`config.mk`:
```
export PLATFORM = sky130hd
export DESIGN_NAME = uart_bus_bridge
export DESIGN_NICKNAME = d
export VERILOG_FILES = /design/src/rtl/uart_bus_bridge.sv
export SDC_FILE = /design/constraint.sdc
export NUM_CORES = 1
export LEC_CHECK = 0
export ABC_AREA = 1
export BUFFER_PORTS_ARGS = -buffer_cell sky130_fd_sc_hd__buf_2
export CORE_ASPECT_RATIO = 1.5
export CORE_MARGIN = 4
export CORE_UTILIZATION = 53
export DETAILED_ROUTE_END_ITERATION = 16
export PLACE_DENSITY = 0.89
export SLEW_MARGIN = 10
export SYNTH_ARGS = -nofsm -noshare
export SYNTH_HDL_FRONTEND = slang
export SYNTH_SLANG_ARGS = --single-unit
```
`constraint.sdc`:
```
create_clock -name clk -period 2.4 [get_ports clk]
set_input_delay 0.36 -clock clk [delete_from_list [all_inputs] [get_ports clk]]
set_output_delay 0.36 -clock clk [all_outputs]
set_load 0.005 [all_outputs]
```
`src/rtl/uart_bus_bridge.sv`:
```
`timescale 1ns/1ps
// uart_bus_bridge
//   Debug bus initiator. Decodes command frames arriving from the UART
//   receive path and issues single-word bus accesses. Reply bytes go back
//   to the UART transmit path.
//     write: 0x57 A3 A2 A1 A0 D3 D2 D1 D0 -> bus write, reply 0x4B
//     read : 0x52 A3 A2 A1 A0             -> bus read,  reply D3 D2 D1 D0
//     other first byte                    -> reply 0x3F, no bus access
//   A partial frame is dropped if no byte arrives for TIMEOUT_CYCLES clocks.
//
// Ports
//   clk, rstn           clock, asynchronous active-low reset
//   rx_valid, rx_data   received byte strobe (no backpressure)
//   tx_valid, tx_ready, tx_data   reply byte handshake
//   m_wr, m_waddr, m_wdata, m_wstrb   single-cycle bus write
//   m_rd, m_raddr, m_rdata            single-cycle bus read, data next cycle
//   busy                high whenever a frame or reply is in progress
//   overrun             sticky: a byte arrived while it could not be taken
module uart_bus_bridge #(
  parameter int unsigned TIMEOUT_CYCLES = 1_000_000,
  parameter int unsigned TO_W           = 20
) (
  input  logic        clk,
  input  logic        rstn,
  input  logic        rx_valid,
  input  logic [7:0]  rx_data,
  output logic        tx_valid,
  input  logic        tx_ready,
  output logic [7:0]  tx_data,
  output logic        m_wr,
  output logic [31:0] m_waddr,
  output logic [31:0] m_wdata,
  output logic [3:0]  m_wstrb,
  output logic        m_rd,
  output logic [31:0] m_raddr,
  input  logic [31:0] m_rdata,
  output logic        busy,
  output logic        overrun
);

  typedef enum logic [2:0] {
    IDLE,
    ADDR,
    DATA,
    WR,
    RD,
    RDWAIT,
    RESP
  } state_t;

  localparam logic [7:0] CMD_WRITE = 8'h57;
  localparam logic [7:0] CMD_READ  = 8'h52;
  localparam logic [7:0] RSP_ACK   = 8'h4B;
  localparam logic [7:0] RSP_ERR   = 8'h3F;

  state_t          state;
  state_t          state_nxt;
  logic            is_wr;
  logic [1:0]      byte_cnt;
  logic [31:0]     addr_q;
  logic [31:0]     data_q;
  logic [31:0]     reply_q;
  logic [1:0]      resp_left;
  logic [TO_W-1:0] to_cnt;
  logic            overrun_q;
  logic            in_frame;
  logic            timeout_hit;
  logic            is_cmd;
  logic            drop_byte;

  assign in_frame    = (state == ADDR) || (state == DATA);
  // Fires on the idle cycle that would bring the counter to TIMEOUT_CYCLES;
  // a byte arriving in that cycle still counts as in time.
  assign timeout_hit = in_frame && !rx_valid &&
                       (to_cnt == TO_W'(TIMEOUT_CYCLES - 1));
  assign is_cmd      = (rx_data == CMD_WRITE) || (rx_data == CMD_READ);
  assign drop_byte   = rx_valid && !in_frame && (state != IDLE);

  always_ff @(posedge clk or negedge rstn) begin
    if (!rstn) begin
      state <= IDLE;
    end else begin
      state <= state_nxt;
    end
  end

  always_comb begin
    state_nxt = state;
    case (state)
      IDLE: begin
        if (rx_valid) begin
          state_nxt = is_cmd ? ADDR : RESP;
        end
      end
      ADDR: begin
        if (timeout_hit) begin
          state_nxt = IDLE;
        end else if (rx_valid && (byte_cnt == 2'd3)) begin
          state_nxt = is_wr ? DATA : RD;
        end
      end
      DATA: begin
        if (timeout_hit) begin
          state_nxt = IDLE;
        end else if (rx_valid && (byte_cnt == 2'd3)) begin
          state_nxt = WR;
        end
      end
      WR:     state_nxt = RESP;
      RD:     state_nxt = RDWAIT;
      RDWAIT: state_nxt = RESP;
      RESP: begin
        if (tx_ready && (resp_left == 2'd0)) begin
          state_nxt = IDLE;
        end
      end
      default: state_nxt = IDLE;
    endcase
  end

  always_ff @(posedge clk or negedge rstn) begin
    if (!rstn) begin
      is_wr     <= 1'b0;
      byte_cnt  <= '0;
      addr_q    <= '0;
      data_q    <= '0;
      reply_q   <= '0;
      resp_left <= '0;
      to_cnt    <= '0;
      overrun_q <= 1'b0;
    end else begin
      if (rx_valid || timeout_hit || !in_frame) begin
        to_cnt <= '0;
      end else begin
        to_cnt <= to_cnt + TO_W'(1);
      end

      if (drop_byte) begin
        overrun_q <= 1'b1;
      end

      case (state)
        IDLE: begin
          if (rx_valid) begin
            is_wr    <= (rx_data == CMD_WRITE);
            byte_cnt <= '0;
            if (!is_cmd) begin
              reply_q   <= {RSP_ERR, 24'h0};
              resp_left <= 2'd0;
            end
          end
        end
        ADDR: begin
          if (rx_valid) begin
            addr_q   <= {addr_q[23:0], rx_data};
            byte_cnt <= byte_cnt + 2'd1;
          end
        end
        DATA: begin
          if (rx_valid) begin
            data_q   <= {data_q[23:0], rx_data};
            byte_cnt <= byte_cnt + 2'd1;
          end
        end
        WR: begin
          reply_q   <= {RSP_ACK, 24'h0};
          resp_left <= 2'd0;
        end
        RDWAIT: begin
          reply_q   <= m_rdata;
          resp_left <= 2'd3;
        end
        RESP: begin
          // Reply is sent MSB first by shifting the next byte into the top.
          if (tx_ready) begin
            reply_q <= {reply_q[23:0], 8'h00};
            if (resp_left != 2'd0) begin
              resp_left <= resp_left - 2'd1;
            end
          end
        end
        default: ;
      endcase
    end
  end

  assign busy     = (state != IDLE);
  assign tx_valid = (state == RESP);
  assign tx_data  = tx_valid ? reply_q[31:24] : '0;
  assign m_wr     = (state == WR);
  assign m_rd     = (state == RD);
  assign m_wstrb  = m_wr ? 4'hF : 4'h0;
  assign m_waddr  = addr_q & 32'hFFFF_FFFC;
  assign m_raddr  = addr_q & 32'hFFFF_FFFC;
  assign m_wdata  = data_q;
  assign overrun  = overrun_q;

endmodule

```
### Yosys cells after proc, flatten, opt, wreduce, memory -nomap -nowiden

Index checks and enable logic that the tools add are counted.
Widths: inputs -> output; s select.

| word-level totals | value |
|---|---|
| register bits | 125 |
| latch bits | 0 |
| bits in writable memories | 0 |
| memory bits (read-only) | 0 |
| input port bits | 44 |
| output and inout bits | 113 |
| memories | 0 |

| cells by class | value |
|---|---|
| add/subtract/negate cells | 3 |
| multiply operators | 0 |
| divide/modulo/power cells | 0 |
| order comparisons | 0 |
| eq/ne operators | 18 |
| shifts and indexed selects | 0 |
| muxes and demuxes | 24 |
| bitwise gates (word level) | 0 |
| reduce and logical (&&, ||, !) cells | 27 |

Operator list:

| operator | count |
|---|---|
| $pmux 32 s4 | 1 |
| $mux 32 | 3 |
| $mux 3 | 8 |
| $add 20x1->20 const B | 1 |
| $eq 20x20->1 const B | 1 |
| $mux 20 | 1 |
| $pmux 3 s6 | 1 |
| $eq 8x7->1 const B | 2 |
| $mux 2 | 6 |
| $eq 3x3->1 const B | 3 |
| $mux 8 | 1 |
| $ne 2x1->1 const B | 4 |
| $pmux 2 s4 | 1 |
| $reduce_and 4->1 | 2 |
| $eq 3x2->1 const B | 2 |
| $logic_and 1x1->1 | 6 |
| $ne 3x2->1 const B | 2 |
| $reduce_and 2->1 | 3 |
| $reduce_and 5->1 | 1 |
| $logic_or 1x1->1 | 4 |
| $mux 4 | 1 |
| $ne 2x2->1 const B | 2 |
| $pmux 2 s2 | 1 |
| $reduce_bool 2->1 | 2 |
| 11 further kinds | 13 |

### Logic depth before layout (Yosys ltp)

| depth | value |
|---|---|
| depth after elaboration | 7 |
| depth in mapped cells | 12 |
| depth with buffers taken out | 12 |

### Worst setup path after synthesis

Ideal clock, no wire load.

| timing | value |
|---|---|
| kind | register to register |
| start point | register to_cnt[0] |
| end point | register to_cnt[10] |
| arrival | 1.447 ns |
| required time | 2.281 ns |
| setup slack | 0.834 ns |
| stages on the path, launching flop included | 9 |
| buffers on the path | 1 |
| period minus slack after synthesis | 1.566 ns |
| cells stage by stage | dfrtp_1 -> ha_1 -> nand2_1 -> nor2_2 -> nand3_1 -> o21ai_1 -> buf_2 -> nor2_1 -> o21a_1 |

| on the way | value |
|---|---|
| word-level cells in the longest chain between the ends | 5 |
| elaborated cells on any way between the ends | 6 |
| classes of those cells | add/sub (1); eq/ne (1); mux (1); reduce/logical (3) |

Ends and longest elaborated chain:

| what | line | RTL |
|---|---|---|
| from (decl) | 64 | `logic [TO_W-1:0] to_cnt;` |
| from (signal assigned) | 135 | `to_cnt <= to_cnt + TO_W'(1);` |
| branches (longest 4 deep; another with $add 20x1->20) | - |  |
| $mux 20 * | 132 | `if (rx_valid \|\| timeout_hit \|\| !in_frame) begin` |

Every way passes the cells marked *.
A chain may end at the register's enable or synchronous reset.

### Final worst setup path

| timing | value |
|---|---|
| start point | register state[2] |
| end point | register resp_left[1] |

| on the way | value |
|---|---|
| word-level cells in the longest chain between the ends | 3 |
| elaborated cells on any way between the ends | 11 |
| classes of those cells | eq/ne (7); mux (1); reduce/logical (3) |

Ends and longest elaborated chain:

| what | line | RTL |
|---|---|---|
| from (decl) | 56 | `state_t state;` |
| from (signal assigned) | 83 | `state <= state_nxt;` |
| $eq 3x3->1, or another cell as far along | 142 | `case (state)` |
| $ne 2x1->1 (no source line), or another cell as far along | - |  |
| $reduce_and 5->1 (no source line) | - |  |
| to (signal assigned) | 178 | `resp_left <= resp_left - 2'd1;` |
| to (decl) | 63 | `logic [1:0] resp_left;` |

Several ways; a longest one is shown, not always the timed one.

==> metrics.txt <==
clock sink count=125; Wirelength per Cell=15.4 microns; H-tree levels=4; largest net degree at the start of global routing=111; Final min period=2070 ps; buffer count from post-CTS setup fixing=0; Post-synth ARST share=100%; largest area contributor in the netlist=dfrtp_1; layout cell share with drive strength beyond 1=31.6%; Worst-Margin Slew=872 ps; IO Port Bufs=152; Die W=96.0 microns; Yosys top cell area share=50.8%; core area=11,200 sq um; Worst Path Required=2680 ps; Final Hold Viols=0; first-pass GRT wire length=22.6 mm; CP Max Fanout=42; setup_tns=0 ps; CP Capture Type=flop; final-report setup violation count=0; Avg Inst Size Synth=9.10 sq um; via count=4,778; Antenna Nets Post-Route=0; Die Y=140 microns; fin cells=926; kind of critical path=flop to flop; distinct cell type count after synthesis=31; clk root buf=clkbuf_16; worst min path class=input port to flop; Vias/cell=5.16; fin area=7160 sq um; max cap viols=0; Post-synth EDFFs=0; Total GRT Usage=21.6%; Yosys Warn Count=0; die area=13,400 sq um; Synth Cell Area=6150 sq um; Most used DFF post-synth=dfrtp_1; Mapped Cells=676; Pwr per Cell Area=1210 nW/um^2; Layout area overhead=16.3%; post-synthesis sequential area ratio=50.8%; # DRC=0; slew margin rel.=41.5%; antenna violations before repair=0; RSZ-0062 raised after global routing=no; Clock Skew=4.86 ps; HPWL after DPL=9.77 mm; 1st-iter DRT viols=263; maximum clock rate=484 MHz; GPL Wtd Cong=0.893; TritonRoute pass-1 iters=5; # IOs=157; cts bufs inserted=17; Antenna Cells=0; clock-pin transition on the worst setup and hold timing paths=60 ps; Slew Limit Fails=0; WP data arrival=2350 ps; initial core utilization=55.1%; vias in the first global route=4,765; period utilization=86.1%; Post-Place Cell Area=6530 sq um; CTS max path bufs=2; # fillers=852; most frequent cells after synthesis=161 x nand2_1, 125 x dfrtp_1, 69 x buf_4; gr ovfl total=0; Row Count=47; maximum vdd drop=0.510 mV; CTS tree=built; status=completed; most common cell in the synthesized netlist=nand2_1; quantity of gates resized following cts=0; Seq cells post-synth=125; # nets final=813; static leakage=3.78 nW; Clock Latency Late Sink=410 ps; Area contributors post-synth=dfrtp_1 51%, nand2_1 9.8%, buf_4 8.4%; Worst Setup Start Kind=flop; Placed Cells=893; Total Wirelength=14.3 mm
metal layers:
metal	up-vias	track usage (%)	wire length (microns)	part of all wire [%]
li1	2268	-	-	-
met5	-	0	0	0
met3	48	6.06	959	6.7
met4	0	11.8	607	4.2
met2	182	38.1	7680	54
met1	2280	22.5	5060	35
layout by cell type, fill, tap and decap left out, drive strengths merged, types with 2 or more instances in the layout:
cell type    n
a21oi        6
a22o         8
buf        157
bufinv       3
clkbuf      19
clkinv       7
clkinvlp     4
conb         4
dfrtp      125
ha           3
inv         60
mux2        46
nand2      165
nand3       24
nand3b       2
nand4        9
nor2        60
nor3         8
nor3b        2
o21ai       52
xnor2        3
xor2         9
final cells by class:
class	instances	area [sq um]	share of cell area, %
Sequential cell	125	3130	43.7
Multi-Input combinational cell	403	2170	30.3
Timing Repair Buffer	158	823	11.5
Clock buffer	19	453	6.33
Inverter	61	233	3.25
Tap cell	147	184	2.57
Clock inverter	13	165	2.31
worst max-delay path: stages (launching register included):
cell	delay, ps
dfrtp_1	440
inv_2	110
nand3_1	200
nand2_1	180
nor2_2	60
nand2_2	70
nand3_4	180
inv_4	380
nand2_2	140
nand2_1	100
o21ai_0	80
final timing paths:
| path | from | slack, ps | end | depth (start not counted) |
|---|---|---|---|---|
| max | state[2] | 330 | resp_left[1] | 10 |
| min | m_rdata[1] | 160 | reply_q[1] | 3 |
| max reg2reg | state[2] | 330 | resp_left[1] | 10 |
| min reg2reg | reply_q[19] | 480 | reply_q[19] | 2 |
| max in group asynchronous | rstn | 1200 | to_cnt[4] | 3 |
| min in group asynchronous | rstn | 350 | m_wdata[30] | 2 |
sequential cells by signal, indices dropped and copies added (netlist names):
register   count
addr_q        32
reply_q       32
m_wdata       32
to_cnt        20
state          3
resp_left      2
overrun        1
byte_cnt       2
is_wr          1
cells by family after synthesis:
group                      after synthesis  share of synthesized area [%]
adders and majority gates                3                          0.610
buffers and inverters                  151                           14.1
AOI/OAI and AO/OA                       68                           6.10
and+or+nand+nor                        270                           18.2
DFF                                    125                           50.8
muxes                                   46                           8.42
other                                    1                         0.0609
xor gates and xnor gates                12                           1.71
where the power goes:
group	total, mW	switching, mW	leakage (nW)	internal [mW]
registers	3.27	0.486	1.65	2.78
clock network	2.62	0.930	0.292	1.69
logic	2.76	1.60	1.85	1.16
total	8.64	3.01	3.78	5.63
what timing repair did:
action / 4_1_cts / 5_1_grt
setup endpoints to repair: 0 / 0
hold endpoints to repair: 15 / 0
hold buffers: 1 / 0
stage by stage:
step                      utilization, %  power, mW  setup slack (ps)  hold slack [ps]
final                               64.1       8.64               333              161
after global routing                64.1       9.19               130              171
after CTS                           64.1       8.70               344              153
after detailed placement            58.4       6.00               356              233
after global placement              58.4       5.84               472              233
after floorplan                        -       5.44               834             64.4
(Power assumes the default switching activity.)
